[src/rtl/handshake_transmitter.sv]
// handshake_transmitter: serializes {SYNCWORD, encoded header} onto the
// handshake wire, MSB first, one bit per clock. Optional macro
// HS_TX_REPEAT_EN replaces the terminal DONE state with a GAP state that
// idles REPEAT_GAP cycles and then resends the latched frame.

package NetworkPkg;
  localparam int              SYNC_BITS     = 8;
  localparam logic [7:0]      SYNCWORD      = 8'hA5;
  localparam int              ENC_HEAD_BITS = 16;
endpackage

module handshake_transmitter #(
  parameter int                   SYNC_BITS     = NetworkPkg::SYNC_BITS,
  parameter logic [SYNC_BITS-1:0] SYNCWORD      = NetworkPkg::SYNCWORD,
  parameter int                   ENC_HEAD_BITS = NetworkPkg::ENC_HEAD_BITS,
  parameter int                   REPEAT_GAP    = 16
) (
  input  logic                     clk,
  input  logic                     rst_l,
  input  logic                     send_start,
  input  logic                     game_active,
  input  logic [ENC_HEAD_BITS-1:0] data_in,
  output logic                     serial_out,
  output logic                     busy,
  output logic                     send_done
);

  localparam int FRAME_BITS = SYNC_BITS + ENC_HEAD_BITS;

  // Reject parameter sets the 8-bit counter or the frame format cannot handle.
  if (SYNC_BITS < 1 || SYNC_BITS > 255 || ENC_HEAD_BITS < 1 ||
      ENC_HEAD_BITS > 255 || SYNCWORD == '0 ||
      REPEAT_GAP < 1 || REPEAT_GAP > 256) begin : g_bad_params
    $error("handshake_transmitter: illegal parameter set");
  end

`ifdef HS_TX_REPEAT_EN
  typedef enum logic [1:0] {S_IDLE, S_SYNC, S_DATA, S_GAP}  state_t;
`else
  typedef enum logic [1:0] {S_IDLE, S_SYNC, S_DATA, S_DONE} state_t;
`endif

  state_t                state;
  logic [FRAME_BITS-1:0] frame;
  logic [7:0]            cnt;
  logic [FRAME_BITS-1:0] frame_next;

  // Advance the frame by one bit. In repeat mode the MSB wraps around so a
  // full pass leaves the frame intact for the next retransmission.
  always_comb begin
`ifdef HS_TX_REPEAT_EN
    frame_next = {frame[FRAME_BITS-2:0], frame[FRAME_BITS-1]};
`else
    frame_next = {frame[FRAME_BITS-2:0], 1'b0};
`endif
  end

  // Frame FSM. The outputs form a register stage that runs one cycle behind
  // the state: serial_out shows the bit the state held on the previous cycle.
  always_ff @(posedge clk or negedge rst_l) begin
    if (!rst_l) begin
      // NOTE: every register here, frame included, takes the reset value so
      // serial_out can never show X after reset; sequential state uses <=.
      state      <= S_IDLE;
      frame      <= '0;
      cnt        <= '0;
      serial_out <= 1'b0;
      busy       <= 1'b0;
      send_done  <= 1'b0;
    end else if (!game_active) begin
      // Losing the game wins over everything, including a pending start.
      state      <= S_IDLE;
      cnt        <= '0;
      serial_out <= 1'b0;
      busy       <= 1'b0;
      send_done  <= 1'b0;
    end else if (send_start) begin
      // Start from idle/done, or abort and restart a frame in flight.
      state      <= S_SYNC;
      frame      <= {SYNCWORD, data_in};
      cnt        <= '0;
      serial_out <= 1'b0;
      busy       <= 1'b1;
      send_done  <= 1'b0;
    end else begin
      serial_out <= 1'b0;
      busy       <= 1'b0;
      case (state)
        S_SYNC: begin
          serial_out <= frame[FRAME_BITS-1];
          busy       <= 1'b1;
          frame      <= frame_next;
          if (cnt == 8'(SYNC_BITS - 1)) begin
            state <= S_DATA;
            cnt   <= '0;
          end else begin
            cnt <= cnt + 8'd1;
          end
        end
        S_DATA: begin
          serial_out <= frame[FRAME_BITS-1];
          busy       <= 1'b1;
          frame      <= frame_next;
          if (cnt == 8'(ENC_HEAD_BITS - 1)) begin
`ifdef HS_TX_REPEAT_EN
            state <= S_GAP;
`else
            state <= S_DONE;
`endif
            cnt   <= '0;
          end else begin
            cnt <= cnt + 8'd1;
          end
        end
`ifdef HS_TX_REPEAT_EN
        S_GAP: begin
          busy      <= 1'b1;
          send_done <= 1'b1;
          if (cnt == 8'(REPEAT_GAP - 1)) begin
            state <= S_SYNC;
            cnt   <= '0;
          end else begin
            cnt <= cnt + 8'd1;
          end
        end
`else
        S_DONE: begin
          send_done <= 1'b1;
        end
`endif
        default: begin
          state <= S_IDLE;
        end
      endcase
    end
  end

endmodule

[config.mk]
export PLATFORM = sky130hd
export DESIGN_NAME = handshake_transmitter
export DESIGN_NICKNAME = d
export VERILOG_FILES = /design/src/rtl/handshake_transmitter.sv
export SDC_FILE = /design/constraint.sdc
export NUM_CORES = 1
export LEC_CHECK = 0
export ABC_AREA = 1
export CAP_MARGIN = 20
export CORE_UTILIZATION = 30
export CTS_CLUSTER_DIAMETER = 80
export DETAILED_ROUTE_END_ITERATION = 16
export GPL_ROUTABILITY_DRIVEN = 0
export PLACE_DENSITY = 0.49
export RECOVER_POWER = 25
export SETUP_SLACK_MARGIN = 0.05
export SYNTH_ARGS = -nofsm -noshare
export SYNTH_HDL_FRONTEND = slang
export SYNTH_SLANG_ARGS = --single-unit
[constraint.sdc]
create_clock -name clk -period 1.6 [get_ports clk]
set_clock_uncertainty 0.2 [all_clocks]
set_input_delay 0.16 -clock clk [delete_from_list [all_inputs] [get_ports clk]]
set_output_delay 0.16 -clock clk [all_outputs]
set_load 0.02 [all_outputs]
==> results.py, run 1 <==
metrics = {
    "run_status": {
        "run_status": "finished, violations left",
        "failed_checks": "negative setup slack",
    },
    "sta": {
        "final_min_period_over_clock_period_pct": 104,
        "timing_worst_slew_pin_value_ns": 0.847,
        "fmax_mhz": 604,
        "slew_headroom_pct": 43.5,
        "setup_viol": 13,
        "final_hold_viol_count": 0,
        "final.min_clock_period_ns": 1.66,
        "timing.final.max_slew_violations": 0,
        "unrepaired_setup_endpoints_after_global_routing": "yes",
        "fin_hold_ws_ns": 0.278,
        "final.setup.worst_slack_ns": -0.0561,
    },
    "critical_path": {
        "timing.reg2reg.worst_path_depth": 7,
        "worst_r2r_endpoint": "frame[14]",
        "timing.critical_path.slowest_cell_delay_ns": 0.42,
        "critical_path.top_delay_family": "flip-flops",
        "crit_fanout": 8,
        "crit_path_start_kind": "register",
        "timing_worst_setup_path_type": "register to register",
        "worstReg2RegStart": "state[1]",
        "crit_arrival_ns": 1.63,
        "cp.buffers_inverters": 3,
        "critical-path-slowest-cell": "sky130_fd_sc_hd__dfrtp_1",
        "critical_path_required_ns": 1.58,
        "worstPathCellList": "ha_4 > inv_2 > o21ai_4 > inv_4 > clkbuf_16 > o211ai_1 > o21ai_2",
        "r2r_slack_ns": -0.06,
        "end_kind": "register",
    },
    "finish": {
        "syn_to_final_growth_pct": 43.4,
        "final_common_cell": "sky130_fd_sc_hd__dfrtp_1",
        "num-nets-final": 270,
        "antenna_cells": 0,
        "layout.cells.most_common_list": "sky130_fd_sc_hd__dfrtp_1, sky130_fd_sc_hd__inv_1, sky130_fd_sc_hd__nand2_1",
        "final_layout_size_suffix_gt1_share_pct": 27.5,
        "finish.cell_count_without_fillers": 319,
    },
    "floorplanning": {
        "die_ar_um2": 6170,
        "die_w_um": 78.6,
        "io_pins": 23,
        "dieHeight_um": 78.6,
        "core_um2": 5570,
        "floorplan.initialDensity_pct": 31.5,
        "rows": 27,
    },
    "logic_synthesis": {
        "postSynthCellCount": 198,
        "post_synth_main_area_contributors": "sky130_fd_sc_hd__dfrtp_1, sky130_fd_sc_hd__inv_1, sky130_fd_sc_hd__nand2_1",
        "mappedNetlistArea_um2": 1760,
        "yosys_register_bits": 37,
        "synth-warning-count": 0,
        "post_synth.cell_area_avg_um2": 8.88,
        "synthesis.nets": 222,
        "seq_area_frac_synth_pct": 52.7,
        "synthDistinctLibCells": 23,
        "synth.largest_area_cell": "sky130_fd_sc_hd__dfrtp_1",
        "synth_largest_type_area_fraction_pct": 52.7,
    },
    "clock_network": {
        "path_clk_slew_ns": 0.08,
        "cts_htree_levels": 2,
        "clock_sink_count": 37,
        "tritoncts.num_buffers": 5,
        "cts-root-to-sink-buffers": 2,
        "tritoncts_clock_tree": "done",
        "clkLatencyLatePin_ns": 0.29,
        "cts-root-buf": "sky130_fd_sc_hd__clkbuf_8",
    },
    "job": {
        "cap_violations": 0,
    },
    "detailed_routing": {
        "total_wire_length_after_detailed_routing_um": 4000,
        "drt.antenna.violating_nets": 0,
        "dr_total_vias": 1463,
        "number_of_remaining_drc_errors": 0,
        "drt_wl_cell_um": 12.5,
        "detail_routed_via_count_per_cell": 4.59,
        "first_pass_iters": 4,
        "drt_iter0_drc": 67,
    },
    "global_routing": {
        "grt_first_pass_wirelength_um": 6600,
        "grt_pass1_vias": 1401,
        "grt.total_usage_pct": 13.9,
        "grt_overflow_total": 0,
        "grt_start_max_net_pins": 38,
        "initial_antenna_violation_count": 0,
    },
    "power": {
        "power_density_nw_per_um2": 882,
        "combinational_share_of_power_pct": 21.6,
        "power_switching_share_pct": 29.0,
        "power_share_of_the_clock_group_pct": 29.7,
        "static-leakage-power_nw": 1.16,
        "worst_ir_drop_vdd_uv": 429,
        "internal_power_mw": 1.58,
        "p_seq_share_pct": 48.7,
        "power.switching_mw": 0.645,
    },
    "hold_path": {
        "timing.hold.worst.start": "data_in[0]",
        "holdPathEnd": "frame[0]",
        "hold_class": "input pin to register",
        "hold_depth": 3,
    },
    "placed_design": {
        "post-dp-hpwl_um": 2570,
        "io_buffers": 22,
        "placed_cells": 306,
        "pre_cts_ws_ns": -0.150,
    },
}
-- metal layers --
layer  track usage [%]  share of wire [%]  wire length, um
met5                 0                  0                0
met4              3.89               0.98               39
met3              4.65                4.1              165
met2              20.3                 45             1800
met1              19.4                 50             1990
-- cell usage after synthesis --
cell,n
sky130_fd_sc_hd__dfrtp_1,37
sky130_fd_sc_hd__inv_1,34
sky130_fd_sc_hd__nand2_1,31
sky130_fd_sc_hd__o21ai_1,20
sky130_fd_sc_hd__o211ai_1,15
sky130_fd_sc_hd__nand3_1,11
sky130_fd_sc_hd__nor2_1,9
sky130_fd_sc_hd__a21oi_1,6
sky130_fd_sc_hd__inv_2,5
sky130_fd_sc_hd__o22ai_1,5
sky130_fd_sc_hd__a22oi_1,4
sky130_fd_sc_hd__ha_1,4
sky130_fd_sc_hd__buf_2,3
sky130_fd_sc_hd__clkbuf_1,3
sky130_fd_sc_hd__nand4_1,2
sky130_fd_sc_hd__nor2_4,2
sky130_fd_sc_hd__a31oi_1,1
sky130_fd_sc_hd__a32o_1,1
sky130_fd_sc_hd__mux2i_1,1
sky130_fd_sc_hd__o21ai_4,1
sky130_fd_sc_hd__o21bai_1,1
sky130_fd_sc_hd__or2_2,1
sky130_fd_sc_hd__xnor2_1,1
-- how the worst max path moves through the flow --
stage                     cells after the start   endpoint  startpoint  slack (ns)
final                                         7  frame[14]    state[1]       -0.06
after global routing                          7  frame[14]    state[1]       -0.12
after CTS                                     7   frame[5]    state[1]       -0.05
after detailed placement                      6     cnt[6]  send_start       -0.15
after global placement                        5     cnt[2]  send_start       -0.14
after floorplan                               8  frame[10]    state[0]       -0.02
-- tightest hold or removal path: stages --
cell and delay [ns]:
sky130_fd_sc_hd__clkdlybuf4s50_1 0.40, sky130_fd_sc_hd__nand3_1 0.11, sky130_fd_sc_hd__o21ai_1 0.07
-- power groups by stage --
stage	sequential, mW	clock (mW)	combinational (mW)
after floorplan	1.10	0	0.243
after global routing	1.10	0.723	0.540
after CTS	1.08	0.685	0.460
final	1.08	0.661	0.481
after global placement	1.10	0	0.416
after detailed placement	1.10	0	0.419
-- stage by stage --
stage	utilization, %	setup TNS, ns	power (mW)	area [um2]
finish	45.2	-0.344	2.22	2520
detailed placement	39.9	-2.72	1.52	2220
floorplan	-	-0.205	1.34	1780
global placement	39.9	-2.11	1.51	2220
CTS	43.1	-0.396	2.23	2400
global route	45.2	-1.72	2.36	2520
-- area by class of cell --
cell class	instances	area, um2
fill	545	3050
sequential	37	926
multi-input combinational	116	796
timing repair buffer	47	474
inverter	39	149
tap	72	90.1
clock buffer	5	68.8
clock inverter	3	17.5
-- kinds of logic after synthesis --
family,after synthesis,synth area share [%]
XOR/XNOR,1,0.498
buffers and inverters,45,9.82
flip-flops,37,52.7
AND/OR/NAND/NOR,56,14.0
AO/OA/AOI/OAI,54,19.6
multiplexers,1,0.569
adder cells (fa/ha/maj),4,2.85
-- sequential cells by signal (all words and copies together) (netlist names) --
signal	count
cnt	8
serial_out	1
frame	24
send_done	1
busy	1
state	2
-- what timing repair did --
action / in CTS / in global routing
buffers inserted: 1 / 1
endpoints found under the hold margin: 37 / 0
endpoints found under the setup margin: 31 / 30
cloned: 1 / 1
gates resized for setup: 13 / 22
hold buffers: 1 / 0
pin swaps: 3 / 10
(Power assumes the default switching activity.)
==> inputs of run 2 (changes only) <==
--- a/config.mk
+++ b/config.mk
@@ -8,7 +8,6 @@
 export ABC_AREA = 1
 export CAP_MARGIN = 20
 export CORE_UTILIZATION = 30
-export CTS_CLUSTER_DIAMETER = 80
 export DETAILED_ROUTE_END_ITERATION = 16
 export GPL_ROUTABILITY_DRIVEN = 0
 export PLACE_DENSITY = 0.49
==> results of run 2 <==
Final layout, timing and power as in run 1 (identical DEF).
